## src/rtl/stopwatch_ctrl.sv

```systemverilog
// -----------------------------------------------------------------------------
// stopwatch_ctrl
//
// Button sequencing FSM for the stopwatch datapath. It turns debounced
// push-button levels into the stopwatch controls:
//   - enable : count enable
//   - up     : count direction
//   - clear  : one-cycle clear pulse
//   - freeze : display hold, used for lap
//
// Ports:
//   clk      in   system clock
//   reset    in   synchronous, active-high reset
//   btn_ss   in   start/stop button level (debounced)
//   btn_lr   in   lap/reset button level (debounced)
//   btn_dir  in   direction toggle button level (debounced)
//   at_zero  in   stopwatch digits are 0000 (auto-stop build only)
//   enable   out  count enable (RUN or LAP)
//   up       out  count direction, 1 = up
//   clear    out  one-cycle synchronous clear pulse
//   freeze   out  hold displayed value (LAP)
//   state    out  00 IDLE, 01 RUN, 10 LAP, 11 PAUSE
//
// Parameter:
//   HOLD_CYCLES  Number of cycles btn_lr must stay high in PAUSE before the
//                long press clears the count. Must be >= 2.
//
// Optional feature:
//   Define STOPWATCH_CTRL_AUTO_STOP_EN to stop a down-count at 0000.
//   With it, RUN or LAP with up==0 and at_zero==1 moves to PAUSE.
//   Without it, at_zero is ignored.
// -----------------------------------------------------------------------------
module stopwatch_ctrl #(
  parameter int HOLD_CYCLES = 50_000_000
) (
  input  logic       clk,
  input  logic       reset,
  input  logic       btn_ss,
  input  logic       btn_lr,
  input  logic       btn_dir,
  input  logic       at_zero,
  output logic       enable,
  output logic       up,
  output logic       clear,
  output logic       freeze,
  output logic [1:0] state
);

  localparam int CW = $clog2(HOLD_CYCLES + 1);
  // The long press completes on the cycle the count would reach HOLD_CYCLES.
  // As a result, the register never holds a value above HOLD_CYCLES-1.
  localparam logic [CW-1:0] HOLD_LAST = CW'(HOLD_CYCLES - 1);

  typedef enum logic [1:0] {
    IDLE  = 2'b00,
    RUN   = 2'b01,
    LAP   = 2'b10,
    PAUSE = 2'b11
  } state_t;

  state_t          state_reg, state_next;
  logic            up_reg, up_next;
  logic            clear_reg, clear_next;
  logic [CW-1:0]   hold_cnt_reg, hold_cnt_next;
  logic            btn_ss_reg, btn_lr_reg, btn_dir_reg;

  logic ss_rise, lr_rise, dir_rise;
  logic auto_stop;

  assign ss_rise  = btn_ss  & ~btn_ss_reg;
  assign lr_rise  = btn_lr  & ~btn_lr_reg;
  assign dir_rise = btn_dir & ~btn_dir_reg;

`ifdef STOPWATCH_CTRL_AUTO_STOP_EN
  // Stop a down-count sitting at 0000 before it can wrap to 9999.
  assign auto_stop = ((state_reg == RUN) || (state_reg == LAP)) &&
                     !up_reg && at_zero;
`else
  assign auto_stop = 1'b0;
  logic unused_at_zero;
  assign unused_at_zero = at_zero;
`endif

  // ---------------------------------------------------------------------------
  // State register
  // ---------------------------------------------------------------------------
  always_ff @(posedge clk) begin
    if (reset) begin
      state_reg    <= IDLE;
      up_reg       <= 1'b1;
      clear_reg    <= 1'b0;
      hold_cnt_reg <= '0;
      btn_ss_reg   <= 1'b0;
      btn_lr_reg   <= 1'b0;
      btn_dir_reg  <= 1'b0;
    end else begin
      state_reg    <= state_next;
      up_reg       <= up_next;
      clear_reg    <= clear_next;
      hold_cnt_reg <= hold_cnt_next;
      btn_ss_reg   <= btn_ss;
      btn_lr_reg   <= btn_lr;
      btn_dir_reg  <= btn_dir;
    end
  end

  // ---------------------------------------------------------------------------
  // Next-state logic
  // ---------------------------------------------------------------------------
  always_comb begin
    state_next    = state_reg;
    up_next       = up_reg;
    clear_next    = 1'b0;
    // The hold counter is only kept alive by an ongoing press in PAUSE.
    hold_cnt_next = '0;

    case (state_reg)
      IDLE: begin
        if (ss_rise) begin
          state_next = RUN;
        end else if (lr_rise) begin
          clear_next = 1'b1;
        end
        if (dir_rise) begin
          up_next = ~up_reg;
        end
      end

      RUN: begin
        if (auto_stop || ss_rise) begin
          state_next = PAUSE;
        end else if (lr_rise) begin
          state_next = LAP;
        end
      end

      LAP: begin
        if (auto_stop || ss_rise) begin
          state_next = PAUSE;
        end else if (lr_rise) begin
          state_next = RUN;
        end
      end

      PAUSE: begin
        if (dir_rise) begin
          up_next = ~up_reg;
        end
        if (ss_rise) begin
          state_next = RUN;
        end else if (btn_lr) begin
          if (hold_cnt_reg == HOLD_LAST) begin
            // Long press complete: clear the count and return to IDLE.
            clear_next = 1'b1;
            state_next = IDLE;
          end else begin
            hold_cnt_next = hold_cnt_reg + CW'(1);
          end
        end
      end

      default: state_next = IDLE;
    endcase
  end

  // ---------------------------------------------------------------------------
  // Output decode
  // ---------------------------------------------------------------------------
  always_comb begin
    enable = (state_reg == RUN) || (state_reg == LAP);
    freeze = (state_reg == LAP);
    up     = up_reg;
    clear  = clear_reg;
    state  = state_reg;
  end

endmodule

```

## config.mk

```make
export PLATFORM = sky130hd
export DESIGN_NAME = stopwatch_ctrl
export DESIGN_NICKNAME = d
export VERILOG_FILES = /design/src/rtl/stopwatch_ctrl.sv
export SDC_FILE = /design/constraint.sdc
export NUM_CORES = 1
export LEC_CHECK = 0
export CAP_MARGIN = 20
export CORE_ASPECT_RATIO = 0.6
export CORE_MARGIN = 2
export CORE_UTILIZATION = 30
export CTS_CLUSTER_DIAMETER = 30
export CTS_CLUSTER_SIZE = 25
export DETAILED_ROUTE_END_ITERATION = 8
export DONT_BUFFER_PORTS = 1
export PLACE_DENSITY = 0.48
export SYNTH_ARGS = -nofsm -noshare
export SYNTH_HDL_FRONTEND = slang
export SYNTH_SLANG_ARGS = --single-unit
```

## constraint.sdc

```tcl
create_clock -name clk -period 3.9 [get_ports clk]
set_input_delay 0.585 -clock clk [delete_from_list [all_inputs] [get_ports clk]]
set_output_delay 0.585 -clock clk [all_outputs]
set_load 0.1 [all_outputs]
```

; ---- Yosys cells after proc, flatten, opt, wreduce, memory -nomap -nowiden
; Index checks and enable logic that the tools add are counted.
[totals]
reg_bits = 33
latch_bits = 0
ramBits = 0
romBits = 0
inputBits = 6
out_inout_bits = 6
elab_cells = 47
mem_count = 0
[op_classes]
add_sub_neg = 1
mul = 0
n_div = 0
magnitude_cmp = 0
eq_ne = 9
shift = 0
n_mux = 15
bitwise = 9
n_reduce_logical = 6
[ops]
columns = operator, n
row1 = $add 26x1->26 const B, 1
row2 = $eq 26x26->1 const B, 1
row3 = $mux 2, 8
row4 = $ne 3x3->1 const B, 3
row5 = $pmux 2 s4, 1
row6 = $not 1->1, 6
row7 = $mux 1, 5
row8 = $reduce_and 5->1, 1
row9 = $reduce_or 5->1, 1
row10 = $eq 2x2->1 const B, 2
row11 = $and 1x1->1, 3
row12 = $ne 3x1->1 const B, 1
row13 = $eq 2x1->1 const B, 1
row14 = $logic_not 2->1, 1
row15 = $ne 2x2->1 const B, 1
row16 = $pmux 1 s2, 1
row17 = $reduce_and 2->1, 1
row18 = $reduce_or 2->1, 1
row19 = $logic_or 1x1->1, 1

; ---- Depth between registers and ports, before layout
; Gate-level depths: netlist of run 1.
[depth]
ltp_word = 5
depth_mapped = 7
depth_no_buf = 7

; ---- Worst setup path before layout of run 1
; OpenSTA, ideal clock, no wires.
[synth_timing]
path_type = register to register
from = register state_reg[0] (netlist: state[0])
to = register state_reg[1] (netlist: state[1])
setup_time_ps = 59
arrival_ps = 3023
required_time_ps = 3841
path_slack_ps = 817
path_stages_with_launch = 8
n_path_buf = 0
period_less_slack_ps = 3083
cell_sequence = dfxtp_1 inv_1 ha_1 nor4_1 a31o_2 mux2_2 a21oi_1 and3_1
[synth_between]
elab_chain_cells = 3
elab_cells_between_ends = 11
classes_between = eq/ne: 8 / mux: 1 / reduce/logical: 2
[synth_lines]
columns = item, line_no
row1 = from (decl), 61  ; state_t state_reg, state_next;
row2 = from (signal assigned), 97  ; state_reg <= state_next;
row3 = $eq 2x2->1 (*), n/a
row4 = via freeze, 45  ; output logic freeze,
row5 = $ne 3x1->1 (no line), n/a
row6 = $reduce_and 5->1 (no line), n/a
; Mark *: on every way through the listed nets, which the timed path passes. The rest lies on a longest branch.
; A chain may end at the register's enable or synchronous reset.

; ---- Final worst setup path of run 1
[layout_timing]
from = register hold_cnt_reg[0]
to = register hold_cnt_reg[2]
[layout_between]
elab_chain_cells = 2
elab_cells_between_ends = 3
classes_between = add/sub: 1 / eq/ne: 1 / reduce/logical: 1
[layout_lines]
columns = item, line_no
row1 = from (decl), 64  ; logic [CW-1:0] hold_cnt_reg, hold_cnt_next;
row2 = from (signal assigned), 100  ; hold_cnt_reg <= hold_cnt_next;
row3 = "parallel branches: the longest is 2 deep, another holds $add 26x1->26", n/a
; Parallel ways; which one is timed is not known.

==> results.ini, run 1 <==
[setup_path]
timing.rr.start=hold_cnt_reg[0]
r2r_end=hold_cnt_reg[2]
worst_setup_path_end_kind=flop
r2r_cells=5
critPathLaunchType=flop
critPathLaunch=hold_cnt_reg[0]
path_class=reg2reg
required_ns=4.03
cp_max_fo=26
crit_end=hold_cnt_reg[2]
cp_data_arrival_time_ns=2.50
rrSetupSlack_ns=1.53

[run_status]
status=finished clean

[timing]
fin_setup_tns_ns=0
worst_slew_pin_slew_ns=0.992
period_minus_slack_ns=2.37
setup_violations=0
slew_violations=0
fin_skew_ns=0.00305
slew_headroom=0.337
fin_crit_sh=0.608
finalHoldViolCount=0
grt_setup_unrepaired=false
max_freq_mhz=422

[pwr]
power_density_nw_per_um2=531
ir_drop_mv=0.196
p_leak_nw=0.615

[synthesis]
ys_ff_latch=33
syn_inst=173
synth_top_flop_cell=dfxtp_1
synth-async-reset-ratio=0
synth_warnings=0
seq_area_frac_synth=0.416
ys_types=38
syn_area_per_cell_um2=9.19
syn-num-nets=185
synth_edf_count=0
syn_area_um2=1590

[cells_and_area]
area_growth_pct=10.9
layout_common_cells=33 x dfxtp_1, 30 x nor2_1, 16 x xor2_1, 11 x nand2_1
utilization=0.347
drive_gt1_frac=0.106
diodes=0
final_common_cell=dfxtp_1
largest_reg_flops=26
nets=191
nFillCells=519

[hold_path]
worstHoldPathType=in2reg
min_from=reset

[run]
drv_cap=0

[drt]
drc=0
drtIter0Drc=25
vias=1170
wl_um=3150
avgRoutedWirePerCell_um=12.8
avgViaCountPerCell=4.76
antenna_left=0
dr.pass1.iters=4

[die]
core-area_um2=5080
die_x_um=98.0
initial_utilization=0.313
ios=12
dieArea_um2=5910
placementRows=20
die_h_um=60.4

[global_route]
grt_usage=0.120
grt_pass1_vias=1188
grt_pass1_wl_um=5490
grt_max_degree=27
grt-ovfl-total=0
grt_antenna_before_repair=0

[clocking]
hold_buffers=0
htreeDepth=2
insertion_delay_ns=0.27
clkSinkCount=33
clkTransAtPathRegs_ns=0.06
clockBufferDepth=2
cts_setup_buffers=0
cts_buffers=5
root_buffer=clkbuf_8
cts-resized-gates=0
cts_tree=built

[placement]
place_hpwl_um=2310
port_buffers=0
gp_congestion=0.699

-- where the power goes --
group | total (mW) | internal, mW | switching [mW]
clock network | 0.279 | 0.159 | 0.119
registers | 0.390 | 0.350 | 0.0394
logic | 0.268 | 0.0741 | 0.194
-- worst min path at each step --
stage | slack (ns) | endpoint | depth (start not counted)
global placement | 0.44 | hold_cnt_reg[0] | 1
detailed placement | 0.45 | hold_cnt_reg[0] | 1
CTS | 0.36 | btn_dir_reg | 1
finish | 0.37 | btn_dir_reg | 1
global route | 0.36 | btn_ss_reg | 1
floorplan | 0.43 | hold_cnt_reg[0] | 1
-- through the flow --
step                      cells  total power [mW]  hold WS (ns)  cell area [um2]  setup WS (ns)
final                       246             0.936         0.373             1760           1.53
after global routing        246             0.979         0.362             1760           1.22
after CTS                   246             0.942         0.364             1760           1.48
after detailed placement    238             0.662         0.454             1660           1.49
after global placement      238             0.659         0.444             1660           1.62
after floorplan             173             0.620         0.430             1590          0.817
-- cell type report --
type	count	area, um2	area share
tap	66	82.6	0.0468
clock buffer	7	96.3	0.0546
clock inverter	1	5.00	0.00284
timing repair buffer	4	30.0	0.0170
sequential	33	661	0.375
multi-input combinational	130	870	0.493
inverter	5	18.8	0.0106
-- synthesized netlist by cell type, types with 3 or more instances --
cell | number | area [um2]
dfxtp_1 | 33 | 661
nor4_1 | 3 | 18.8
a21oi_1 | 3 | 15.0
ha_1 | 6 | 75.1
o21ai_0 | 3 | 15.0
inv_1 | 5 | 18.8
nand2_1 | 11 | 41.3
nor2b_1 | 3 | 18.8
xnor2_1 | 8 | 70.1
nand4_1 | 8 | 50.1
nand3_1 | 7 | 35.0
and3_1 | 6 | 37.5
nor2_1 | 30 | 113
xor2_1 | 16 | 140
-- per-layer routing --
metal | vias to the layer above | routed length (um) | track usage
met4 | 0 | 38 | 0.0516
li1 | 604 | - | -
met2 | 9 | 1200 | 0.171
met3 | 2 | 80 | 0.0380
met1 | 555 | 1830 | 0.169
met5 | - | 0 | 0
-- worst max-delay path: stages, from the launching register on --
cell and delay [ns]:
dfxtp_1 0.38, ha_1 0.20, nand3_1 0.26, nor4_4 0.48, or3b_1 0.76, nor2_1 0.12
-- cells by family (layout without fill, tap and decap cells) --
group	count (synthesis)	count (layout)	share of synthesized area
buffers and inverters	10	17	0.0370
AO/OA/AOI/OAI	11	11	0.0449
adder cells (fa/ha/maj)	6	6	0.0472
XOR/XNOR	24	24	0.132
flip-flops	33	33	0.416
AND/OR/NAND/NOR	88	88	0.316
multiplexers	1	1	0.00709
No activity file was read; power rests on OpenSTA's default activity.
==> run 2, diff against run 1 <==
--- a/config.mk
+++ b/config.mk
@@ -13,7 +13,7 @@
 export CTS_CLUSTER_SIZE = 25
 export DETAILED_ROUTE_END_ITERATION = 8
 export DONT_BUFFER_PORTS = 1
-export PLACE_DENSITY = 0.48
+export PLACE_DENSITY = 0.49
 export SYNTH_ARGS = -nofsm -noshare
 export SYNTH_HDL_FRONTEND = slang
 export SYNTH_SLANG_ARGS = --single-unit
==> constraint.sdc (replaced) <==
create_clock -name clk -period 2.11 [get_ports clk]
set_input_delay 0.3165 -clock clk [delete_from_list [all_inputs] [get_ports clk]]
set_output_delay 0.3165 -clock clk [all_outputs]
set_load 0.1 [all_outputs]
==> run 2 against run 1 <==
Compared with the run above: fmax grew 23%; design area grew 6.8%; critical path depth grew 2; wire length grew 3.6%; critical path type unchanged.
==> results.ini, run 2 (synthesis gave the netlist of run 1 again) <==
[run_status]
status=finished clean  ; unchanged

[pwr]
ir_drop_mv=0.492  ; was 0.196 mV
p_leak_nw=0.670  ; was 0.615 nW
p_total_mw=1.91  ; was 0.936 mW
power_density_nw_per_um2=1010  ; was 531 nW/um2

[hold_path]
worstHoldPathType=in2reg  ; unchanged
whs_path_depth=1  ; unchanged
min_to=btn_dir_reg  ; unchanged
min_from=reset  ; unchanged

[timing]
fin_ws_ns=0.185  ; was 1.53 ns
fin_skew_ns=0.00682  ; was 0.00305 ns
period_minus_slack_ns=1.92  ; was 2.37 ns
fin_crit_sh=0.912  ; was 0.608
setup_violations=0  ; unchanged
fin_setup_tns_ns=0  ; unchanged
max_freq_mhz=519  ; was 422 MHz
slew_violations=0  ; unchanged
holdWs_ns=0.0963  ; was 0.373 ns
slew_headroom=0.767  ; was 0.337
finalHoldViolCount=0  ; unchanged
worst_slew_pin_slew_ns=0.347  ; was 0.992 ns
grt_setup_unrepaired=false  ; unchanged

[global_route]
grt_use_met2=0.179  ; was 0.171
grt_max_degree=27  ; unchanged
grt-ovfl-total=0  ; unchanged
busiest_layer=met2  ; unchanged
grt_use_met1=0.161  ; was 0.169
use_met3=0.0380  ; unchanged
grt_usage=0.121  ; was 0.120
grt_pass1_wl_um=5510  ; was 5490 um
grt_antenna_before_repair=0  ; unchanged
grt_pass1_vias=1183  ; was 1188

[cells_and_area]
largest_reg_flops=26  ; unchanged
instances_no_fill=254  ; was 246
finalInstanceArea_um2=1880  ; was 1760 um2
area_growth_pct=18.5  ; was 10.9%
drive_gt1_frac=0.160  ; was 0.106
diodes=0  ; unchanged
multiInputGateArea_um2=885  ; was 870 um2
utilization=0.371  ; was 0.347
nFillCells=524  ; was 519
ff_latch_area_um2=666  ; was 661 um2
layout_common_cells=31 x dfxtp_1, 30 x nor2_1, 16 x xor2_1, 11 x nand2_1, 10 x buf_4  ; was 33 x dfxtp_1, 30 x nor2_1, 16 x xor2_1, 11 x nand2_1
final_common_cell=dfxtp_1  ; unchanged
nets=199  ; was 191

[setup_path]
critPathLaunch=state[1]  ; was hold_cnt_reg[0]
rrSetupSlack_ns=0.19  ; was 1.53 ns
r2r_end=state[1]  ; was hold_cnt_reg[2]
crit_chain=inv_1 > ha_2 > nor4_1 > a31o_2 > mux2_2 > a21oi_1 > and3_1  ; was ha_1 > nand3_1 > nor4_4 > or3b_1 > nor2_1
cp_data_arrival_time_ns=2.15  ; was 2.50 ns
r2r_cells=7  ; was 5
critical-path-slowest-cell=dfxtp_2  ; was or3b_1
worst_setup_path_end_kind=flop  ; unchanged
slowest_delay_ns=0.42  ; was 0.76 ns
timing.critical_path.buf_inv=1  ; was 0
required_ns=2.33  ; was 4.03 ns
critPathLaunchType=flop  ; unchanged
crit_family=simple AND/OR/NAND/NOR gates  ; unchanged
timing.rr.start=state[1]  ; was hold_cnt_reg[0]
cp_max_fo=7  ; was 26
path_class=reg2reg  ; unchanged

[die]
initial_utilization=0.313  ; unchanged
dieArea_um2=5910  ; unchanged
ios=12  ; unchanged
core-area_um2=5080  ; unchanged
die_h_um=60.4  ; unchanged
placementRows=20  ; unchanged
die_x_um=98.0  ; unchanged

[placement]
pre_cts_ws_ns=0.225  ; was 1.49 ns
place_hpwl_um=2420  ; was 2310 um
placed_cells=246  ; was 238
port_buffers=0  ; unchanged
placed_cell_area_um2=1770  ; was 1660 um2
gp_congestion=0.740  ; was 0.699

[clocking]
clockBufferDepth=2  ; unchanged
insertion_delay_ns=0.29  ; was 0.27 ns
hold_buffers=0  ; unchanged
clkSinkCount=33  ; unchanged
cts_tree=built  ; unchanged
clkTransAtPathRegs_ns=0.07  ; was 0.06 ns
htreeDepth=2  ; unchanged
cts_buffers=5  ; unchanged
cts-resized-gates=0  ; unchanged
root_buffer=clkbuf_8  ; unchanged
cts_setup_buffers=0  ; unchanged

[drt]
avgRoutedWirePerCell_um=12.9  ; was 12.8 um
vias=1209  ; was 1170
dr.pass1.iters=4  ; unchanged
drtIter0Drc=75  ; was 25
avgViaCountPerCell=4.76  ; about the same
antenna_left=0  ; unchanged
wl_um=3260  ; was 3150 um
drc=0  ; unchanged

[run]
drv_cap=0  ; unchanged

run 2: power breakdown:
group / switching [mW] / internal [mW] / leakage (nW)
Sequential: 0.0355 / 0.654 / 0.268
Clock: 0.231 / 0.385 / 0.0585
Combinational: 0.414 / 0.191 / 0.343
Total: 0.680 / 1.23 / 0.670
run 2: worst max path at each step:
stage          depth (start not counted)  slack, ns        to
4_1_cts                                7       0.21  state[1]
6_report                               7       0.19  state[1]
2_1_floorplan                          7      -0.08  state[1]
5_1_grt                                7       0.10  state[1]
3_3_place_gp                           7       0.29  state[1]
3_5_place_dp                           7       0.23  state[1]
run 2: layout make-up:
cell class                 count  share of cell area
multi-input combinational    130               0.470
sequential                    33               0.353
timing repair buffer          12              0.0611
clock buffer                   7              0.0458
tap                           66              0.0439
clock inverter                 1              0.0159
inverter                       5             0.00997
run 2: worst register-to-register path, stage by stage (launching register included):
cell and delay, ns:
dfxtp_2 0.42, inv_1 0.14, ha_2 0.20, nor4_1 0.26, a31o_2 0.19, mux2_2 0.34
a21oi_1 0.14, and3_1 0.17
run 2: per-layer routing:
| layer | up-vias | routed length (um) | share of wire |
|---|---|---|---|
| met3 | 5 | 86 | 0.026 |
| met1 | 574 | 1730 | 0.53 |
| met4 | 0 | 64 | 0.020 |
| li1 | 615 | - | - |
| met2 | 15 | 1390 | 0.42 |
| met5 | - | 0 | 0 |
